$ cat src/rtl/muldiv_pkg.sv
// Shared encodings for the iterative multiply/divide unit: op codes, FSM states,
// and the decode from MIPS R-type funct field to muldiv op.
package muldiv_pkg;

  localparam logic [1:0] MD_MUL  = 2'b00;
  localparam logic [1:0] MD_MULU = 2'b01;
  localparam logic [1:0] MD_DIV  = 2'b10;
  localparam logic [1:0] MD_DIVU = 2'b11;

  typedef enum logic [1:0] {
    ST_IDLE = 2'd0,
    ST_BUSY = 2'd1,
    ST_DONE = 2'd2
  } mdState_e;

  localparam logic [5:0] FN_MULT  = 6'h18;
  localparam logic [5:0] FN_MULTU = 6'h19;
  localparam logic [5:0] FN_DIV   = 6'h1A;
  localparam logic [5:0] FN_DIVU  = 6'h1B;

  function automatic logic [1:0] mdOpFromFunct(input logic [5:0] funct);
    case (funct)
      FN_MULT:  return MD_MUL;
      FN_MULTU: return MD_MULU;
      FN_DIV:   return MD_DIV;
      FN_DIVU:  return MD_DIVU;
      default:  return MD_MUL;
    endcase
  endfunction

endpackage

$ cat src/rtl/muldiv_step.sv
// One iteration of the shared datapath: shift-add multiply on {hi, lo}, or
// restoring shift-subtract divide on {remainder, quotient}.
module muldiv_step #(
  parameter int WIDTH = 32
) (
  input  logic                 divMode,
  input  logic [2*WIDTH-1:0]   accIn,
  input  logic [WIDTH-1:0]     operand,
  output logic [2*WIDTH-1:0]   accOut
);

  logic [WIDTH:0] sum;
  logic [WIDTH:0] shifted;
  logic [WIDTH:0] diff;

  always_comb begin
    sum     = {1'b0, accIn[2*WIDTH-1:WIDTH]} + (accIn[0] ? {1'b0, operand} : '0);
    shifted = {accIn[2*WIDTH-1:WIDTH], accIn[WIDTH-1]};
    diff    = shifted - {1'b0, operand};
    accOut  = {sum, accIn[WIDTH-1:1]};
    // Remainder stays below the divisor, so the W-bit slice never truncates.
    if (divMode) begin
      if (diff[WIDTH]) accOut = {shifted[WIDTH-1:0], accIn[WIDTH-2:0], 1'b0};
      else             accOut = {diff[WIDTH-1:0], accIn[WIDTH-2:0], 1'b1};
    end
  end

endmodule

$ cat src/rtl/muldiv_iter.sv
// Iterative signed/unsigned multiply and divide, one bit per cycle, with a
// shared start/annul/ready handshake and divide-by-zero detection.
module muldiv_iter
  import muldiv_pkg::*;
#(
  parameter int WIDTH = 32
) (
  input  logic                 clk,
  input  logic                 rst,
  input  logic                 start_i,
  input  logic                 annul_i,
  input  logic [1:0]           op_i,
  input  logic [WIDTH-1:0]     a_i,
  input  logic [WIDTH-1:0]     b_i,
  output logic [2*WIDTH-1:0]   result_o,
  output logic                 ready_o,
  output logic                 busy_o,
  output logic                 dbz_o,
  output mdState_e             dbgState
);

  // Handshake: start_i is sampled only in IDLE; ready_o is a one-cycle pulse in
  // DONE with result_o valid; annul_i returns to IDLE from any state.
  localparam int CW = $clog2(WIDTH) + 1;
  localparam logic [CW-1:0] LAST = CW'(WIDTH - 1);

  mdState_e             state, nextState;
  logic [1:0]           opReg;
  logic                 signA, signB;
  logic [WIDTH-1:0]     operand;
  logic [2*WIDTH-1:0]   acc, stepAcc;
  logic [CW-1:0]        cnt;
  logic [2*WIDTH-1:0]   resultReg;
  logic                 dbzReg;

  logic                 inSigned, inDiv, divByZero;
  logic [WIDTH-1:0]     absA, absB;
  logic                 opSigned, opDiv, negQuot, negRem;
  logic [WIDTH-1:0]     quot, rem, quotFix, remFix;
  logic [2*WIDTH-1:0]   prodFix, finalResult;

  assign inSigned  = (op_i == MD_MUL) || (op_i == MD_DIV);
  assign inDiv     = (op_i == MD_DIV) || (op_i == MD_DIVU);
  assign divByZero = inDiv && (b_i == '0);
  assign absA = (inSigned && a_i[WIDTH-1]) ? (~a_i + WIDTH'(1)) : a_i;
  assign absB = (inSigned && b_i[WIDTH-1]) ? (~b_i + WIDTH'(1)) : b_i;

  assign opSigned = (opReg == MD_MUL) || (opReg == MD_DIV);
  assign opDiv    = (opReg == MD_DIV) || (opReg == MD_DIVU);

  muldiv_step #(.WIDTH(WIDTH)) uStep (
    .divMode (opDiv),
    .accIn   (acc),
    .operand (operand),
    .accOut  (stepAcc)
  );

  // Sign fix applied to the final iteration's output as it is registered.
  always_comb begin
    negQuot     = opSigned && (signA ^ signB);
    negRem      = opSigned && signA;
    quot        = stepAcc[WIDTH-1:0];
    rem         = stepAcc[2*WIDTH-1:WIDTH];
    quotFix     = negQuot ? (~quot + WIDTH'(1)) : quot;
    remFix      = negRem ? (~rem + WIDTH'(1)) : rem;
    prodFix     = negQuot ? (~stepAcc + (2*WIDTH)'(1)) : stepAcc;
    finalResult = opDiv ? {remFix, quotFix} : prodFix;
  end

  always_ff @(posedge clk) begin
    if (rst) state <= ST_IDLE;
    else     state <= nextState;
  end

  always_comb begin
    nextState = state;
    case (state)
      ST_IDLE: if (start_i) nextState = divByZero ? ST_DONE : ST_BUSY;
      ST_BUSY: if (cnt == LAST) nextState = ST_DONE;
      ST_DONE: nextState = ST_IDLE;
      default: nextState = ST_IDLE;
    endcase
    if (annul_i) nextState = ST_IDLE;
  end

  always_ff @(posedge clk) begin
    if (rst) begin
      opReg     <= MD_MUL;
      signA     <= 1'b0;
      signB     <= 1'b0;
      operand   <= '0;
      acc       <= '0;
      cnt       <= '0;
      resultReg <= '0;
      dbzReg    <= 1'b0;
    end else if (!annul_i) begin
      case (state)
        ST_IDLE: begin
          if (start_i) begin
            opReg <= op_i;
            signA <= a_i[WIDTH-1];
            signB <= b_i[WIDTH-1];
            cnt   <= '0;
            if (inDiv) begin
              operand <= absB;
              acc     <= {{WIDTH{1'b0}}, absA};
            end else begin
              operand <= absA;
              acc     <= {{WIDTH{1'b0}}, absB};
            end
            if (divByZero) begin
              resultReg <= {a_i, {WIDTH{1'b1}}};
              dbzReg    <= 1'b1;
            end
          end
        end
        ST_BUSY: begin
          acc <= stepAcc;
          cnt <= cnt + CW'(1);
          if (cnt == LAST) begin
            resultReg <= finalResult;
            dbzReg    <= 1'b0;
          end
        end
        default: ;
      endcase
    end
  end

  assign result_o = resultReg;
  assign dbz_o    = dbzReg;
  assign ready_o  = (state == ST_DONE);
  assign busy_o   = (state != ST_IDLE);
  assign dbgState = state;

endmodule

$ cat config.mk
export PLATFORM = sky130hd
export DESIGN_NAME = muldiv_iter
export DESIGN_NICKNAME = d
export VERILOG_FILES = /design/src/rtl/muldiv_pkg.sv /design/src/rtl/muldiv_step.sv /design/src/rtl/muldiv_iter.sv
export SDC_FILE = /design/constraint.sdc
export NUM_CORES = 1
export LEC_CHECK = 0
export ABC_AREA = 1
export CAP_MARGIN = 10
export CORE_MARGIN = 3
export CORE_UTILIZATION = 40
export CTS_CLUSTER_SIZE = 12
export DETAILED_ROUTE_END_ITERATION = 8
export SYNTH_ARGS = -nofsm -noshare
export SYNTH_HDL_FRONTEND = slang
export SYNTH_SLANG_ARGS = --single-unit
$ cat constraint.sdc
create_clock -name clk -period 3.7 [get_ports clk]
set_input_delay 0.74 -clock clk [delete_from_list [all_inputs] [get_ports clk]]
set_output_delay 0.74 -clock clk [all_outputs]
set_load 0.05 [all_outputs]
; ---- Yosys cells after proc, flatten, opt, wreduce, memory -nomap -nowiden
; Index checks and enable logic that the tools add are counted.
[totals]
ff_bits = 173
input_bits = 70
output_inout_bits = 69
word_cells = 81
[classes]
n_addsub = 8
eq_ne = 10
mux = 27
bitwise_logic = 7
n_reduce_logical = 20
[op_table]
columns = op, n
row1 = two-way mux 64 bit, 8
row2 = case mux 64 bit (2 select lines), 2
row3 = two-way mux 32 bit, 7
row4 = "adder 32 x 1 -> 32 bit, second input constant", 4
row5 = inverter 32 bit, 4
row6 = "adder 64 x 1 -> 64 bit, second input constant", 1
row7 = inverter 64 bit, 1
row8 = adder 32 x 33 -> 33 bit, 1
row9 = subtractor 33 x 32 -> 33 bit, 1
row10 = logical NOT 32 bit, 1
row11 = case mux 6 bit (2 select lines), 1
row12 = "== test 2 bit, second input constant", 5
row13 = "adder 6 x 1 -> 6 bit, second input constant", 1
row14 = "== test 6 x 5 -> 1 bit, second input constant", 1
row15 = logical NOT 2 bit, 3
row16 = two-way mux 2 bit, 3
row17 = two-way mux 6 bit, 1
row18 = "!= test 2 bit, second input constant", 3
row19 = AND reduction 3 bit, 2
row20 = logical AND 1 bit, 5
row21 = AND reduction 5 bit, 1
row22 = logical OR 1 bit, 4
row23 = case mux 2 bit (2 select lines), 1
row24 = nonzero test 2 bit, 2
row25 = other kinds (7), 9

; ---- Depth between registers and ports, before layout
[logic_depth]
depth_word = 9
ltp_mapped = 35
ltp_nobuf = 35

; ---- Cells and area by module
; From an unflattened synthesis, not the netlist that was laid out.
[hier_totals]
cells_unflattened = 3235
area_unflattened_um2 = 17922.2
[modules_own_cells]
columns = module, n_inst, cells_per_inst, area_each_um2, seq_area_each_um2
row1 = muldiv_iter, 1, 1927, 11566.1, 3463.3
row2 = muldiv_step, 1, 1308, 6356.1, 0.0

; ---- Least setup slack after synthesis
; OpenSTA, ideal clock, no wires.
[synth_timing]
kind = reg-to-reg
start = reg acc[31]
end = reg resultReg[50], in the netlist result_o[50]
setup_time_ns = 0.132
arrival_ns = 3.796
t_required_ns = 3.568
path_slack_ns = -0.228
path_stages_with_launch = 34
path_buffers = 0
period_less_slack_ns = 3.928
cell_sequence = dfxtp_1 inv_1 ha_1 inv_1 fa_1 nand2_1 nand2_1 nand3_1 nand2_2 nand2_1 nand2_2 nand2_4 nand3_2 nand3_2 nand2_2 inv_2 ha_1 nand3_1 nor2_1 nand3_1 nor2_2 nand4_2 nor2_4 nand4_2 nor2_2 nand4_2 nor2_2 nand2_1 nand2_1 nand2_1 nand3_1 nand2_1 o21ai_1 a21oi_1
[synth_between]
elab_chain_cells = 9
word_cells_on_any_way = 12
cone_classes = add/sub (3) / mux (7) / bitwise (2)
[synth_rtl]
columns = item, line
row1 = from (decl), muldiv_iter.sv:31  ; logic [2*WIDTH-1:0] acc, stepAcc;
row2 = from (signal assigned), muldiv_iter.sv:106  ; acc <= {{WIDTH{1'b0}}, absA};
row3 = from (signal assigned), muldiv_iter.sv:109  ; acc <= {{WIDTH{1'b0}}, absB};
row4 = from (signal assigned), muldiv_iter.sv:118  ; acc <= stepAcc;
row5 = subtractor 33 x 32 -> 33 bit, muldiv_step.sv:19  ; diff = shifted - {1'b0, operand};
row6 = two-way mux 64 bit, muldiv_step.sv:23  ; if (diff[WIDTH]) accOut = {shifted[WIDTH-1:0], accIn[WIDTH-2:0], 1'b0};
row7 = two-way mux 64 bit *, muldiv_step.sv:22  ; if (divMode) begin
row8 = inverter 64 bit / inverter 32 bit (equally long branches), "muldiv_iter.sv:66, muldiv_iter.sv:65"
row9 = adder 64 x 1 -> 64 bit / adder 32 x 1 -> 32 bit (equally long branches), "muldiv_iter.sv:66, muldiv_iter.sv:65"
row10 = two-way mux 64 bit / two-way mux 32 bit (equally long branches), "muldiv_iter.sv:66, muldiv_iter.sv:65"
row11 = two-way mux 64 bit *, muldiv_iter.sv:67  ; finalResult = opDiv ? {remFix, quotFix} : prodFix;
row12 = two-way mux 64 bit *, muldiv_iter.sv:120  ; if (cnt == LAST) begin
row13 = case mux 64 bit (2 select lines) *, muldiv_iter.sv:97  ; case (state)
row14 = to (signal assigned), muldiv_iter.sv:112  ; resultReg <= {a_i, {WIDTH{1'b1}}};
row15 = to (signal assigned), muldiv_iter.sv:121  ; resultReg <= finalResult;
row16 = to (decl), muldiv_iter.sv:33  ; logic [2*WIDTH-1:0] resultReg;
; Every way passes the cells marked *; elsewhere a longest branch is shown, timed or not. The select of a mux whose other input is x is not followed.
; A chain may end at the register's enable or synchronous reset.

; ---- Worst setup path after layout
; Ends and elaborated chain as after synthesis.

==> metrics.txt <==
first-pass GRT wire length=135800 µm; RSZ-0062 raised after global routing=true; highest metal used=met5; fmax=0.2466 GHz; share of cells above drive strength 1=0.2435; total CTS buffers=17; DRC viols=0; final period utilization=1.096; CTS sink count=173; FF-to-FF Start=acc[31]; Slew HR=0.3209; TritonCTS clock tree=yes; Post-Syn Nets=3190; area of the die=46370 µm²; number of flops mapped to enable cells by yosys=0; Worst path max stage delay=0.35 ns; pin count of the biggest net entering global routing=82; reg2reg path depth=33; Clk Latency, worst-skew pair=0.52 ns; CP max stage cell=fa_2; crit end category=flop; min-delay worst type=reg -> reg; Max Clock Skew=0.02126 ns; CP required=4.15 ns; crit path time final=4.055 ns; clk root buf=clkbuf_16; Worst Tran Pin Value=1.018 ns; Net count, final=3816; gr usage total=0.3883; final core utilization=0.5828; initial antenna violation count=8; post-route ant nets=0; Fin. Hold Viols=0; fill count=4405; Yosys Warn Count=0; Post-DP Area=23380 µm²; Core Rows=76; worst-path fanout max=3; Synth Area per Inst=5.749 µm²; post-synthesis cell area=17530 µm²; Horiz. Die Dim=215.3 µm; vias in the first global route=22350; total wire length=92930 µm; worst setup path category=reg -> reg; post-route cell area=25160 µm²; dpl hpwl=75180 µm; Hold Crit Depth=2; Placeable Area=43170 µm²; final setup margin=-0.3547 ns; H-tree depth=4; Synth Flop Type=dfxtp_1; vias=23530; Initial Util=0.4060; Die H=215.3 µm; Top delay family on crit path=simple AND/OR/NAND/NOR gates; Data arrival, critical path=4.50 ns; post-synthesis cell type count=65; power per cell area=282.1 nW/µm²; register-to-register setup slack=-0.35 ns; leak pwr=12.56 nW; CTS Buffer Depth=2; WL met1=35990 µm; drt initial violations=2521; CP bufs+invs=4; DR WL met3=8222 µm; Worst-path clk slew=0.09 ns; GPL Wtd Cong=1.047; post-synthesis cell count=3049; final setup violation count=19; input/output buffers=138; violated checks=setup timing; grt total ovfl=0; RR Endpoint=result_o[50]; status=finished, violations left; Pre-antenna DRT Iters=6; part of the Yosys area used for sequential elements=0.1976; WHS Endpoint=result_o[44]; io pins=139; Peak VDD IR=0.0003176 V; MaxCap Viol Count=0; min-delay src=result_o[44]; met2 wire length=41940 µm; Vias per Instance=5.505; Critical Path Start Type=flop; WL per Instance=21.74 µm; flops & latches, synth=173; Pins Over Slew Limit=0; Post-synth ARST share=0; Area growth syn-to-layout=43.53%
-- Yosys cell counts (9+ instances only) --
| cell | n | area share |
|---|---|---|
| a21o_1 | 9 | 0.0039 |
| a21oi_1 | 260 | 0.074 |
| a221oi_1 | 9 | 0.0045 |
| a31oi_1 | 16 | 0.0057 |
| buf_2 | 17 | 0.0049 |
| clkbuf_1 | 79 | 0.017 |
| dfxtp_1 | 173 | 0.20 |
| ha_1 | 69 | 0.049 |
| inv_1 | 368 | 0.079 |
| inv_2 | 24 | 0.0051 |
| nand2_1 | 935 | 0.20 |
| nand2_2 | 28 | 0.010 |
| nand3_1 | 205 | 0.059 |
| nand3_2 | 9 | 0.0051 |
| nand4_1 | 33 | 0.012 |
| nor2_1 | 284 | 0.061 |
| nor2_2 | 24 | 0.0086 |
| nor2_4 | 10 | 0.0064 |
| nor3_1 | 38 | 0.011 |
| o211ai_1 | 37 | 0.016 |
| o21ai_0 | 139 | 0.040 |
| o21ai_1 | 30 | 0.0086 |
| o21bai_1 | 9 | 0.0039 |
| o221ai_1 | 15 | 0.0075 |
| or2_2 | 18 | 0.0064 |
| xnor2_1 | 27 | 0.013 |
| xor2_1 | 71 | 0.035 |
-- power by group --
group / total (W) / internal (W) / switching, W
sequential: 0.00198 / 0.00193 / 0.0000533
clock: 0.00202 / 0.000985 / 0.00104
combinational: 0.00309 / 0.00114 / 0.00195
total: 0.00710 / 0.00406 / 0.00304
-- flip-flops by register name, indices dropped and copies added (netlist names) --
register and flops:
cnt 6, dbz_o 1, signA 1, operand 32
opReg 2, result_o 64, acc 64, dbgState 2
signB 1
-- how the worst max path moves through the flow --
stage / start / endpoint / cells past startpoint
detailed placement: b_i[0] / result_o[52] / 20
finish: acc[31] / result_o[50] / 33
CTS: acc[31] / result_o[50] / 33
global route: operand[14] / result_o[54] / 32
floorplan: acc[31] / result_o[50] / 33
global placement: acc[31] / result_o[50] / 33
-- kinds of logic after synthesis --
logic type	synth area share
DFF	0.1976
muxes	0.001142
AOI/OAI and AO/OA	0.1874
adders and majority gates	0.05153
buffers and inverters	0.1130
and+or+nand+nor	0.4004
xor gates and xnor gates	0.04897
-- repair_timing --
item	4_1_cts	5_1_grt
gates cloned	1	1
hold buffers	0	0
pin swaps	46	50
resized for setup	85	107
setup endpoints to repair	34	72
buffers inserted	18	16
-- layout make-up --
class | count | area, µm² | area share
flip-flops and latches | 173 | 3480 | 0.1383
inverters | 397 | 1493 | 0.05933
well taps | 585 | 732.0 | 0.02909
diodes | 1 | 2.502 | 0.00009946
multi-input cells | 2368 | 12960 | 0.5150
repair buffers | 718 | 5863 | 0.2330
clock buffers | 17 | 425.4 | 0.01691
clock inverters | 15 | 207.7 | 0.008255
-- per-layer routing --
layer / up-vias / global-route usage
li1: 11150 / -
met1: 10870 / 0.4764
met2: 1225 / 0.6288
met3: 284 / 0.07226
met4: 4 / 0.2426
met5: - / 0
-- cell usage in the layout, fill, tap and decap left out, types with 15 or more instances in the layout --
master,n
a21oi_1,251
clkdlybuf4s50_1,136
nor2_1,261
o21ai_0,123
nor2_2,33
clkbuf_16,18
o211ai_1,37
buf_4,568
xnor2_1,27
nor3_1,35
nand3_2,20
a31oi_1,16
xor2_1,67
nor2_4,24
inv_2,28
or2_2,18
nand3_1,189
inv_1,363
nand4_1,33
nand2_1,905
o221ai_1,15
ha_1,46
nand2_2,50
o21ai_2,15
o21ai_1,35
ha_4,21
dfxtp_1,164
-- stage by stage --
| step | hold WS (ns) | instances | setup slack [ns] | power (W) | setup TNS (ns) |
|---|---|---|---|---|---|
| after global placement | 0.4517 | 4206 | -0.5111 | 0.004803 | -21.33 |
| after detailed placement | 0.4577 | 4206 | -0.6297 | 0.004821 | -30.33 |
| after CTS | 0.4713 | 4256 | -0.3886 | 0.006934 | -4.904 |
| after global routing | 0.4925 | 4273 | -0.6270 | 0.007381 | -11.20 |
| after floorplan | 0.4453 | 3049 | -0.008170 | 0.003562 | -0.008170 |
| final | 0.4679 | 4274 | -0.3547 | 0.007097 | -4.633 |
-- worst register-to-register path, delay by kind of cell, from the launching register on --
kind / cells / cell delay (ns)
AO/OA/AOI/OAI: 3 / 0.32
adder cells (fa/ha/maj): 3 / 0.62
buffers and inverters: 4 / 0.35
flip-flops: 1 / 0.33
AND/OR/NAND/NOR: 23 / 2.40
Power figures use the tool's default switching activity.
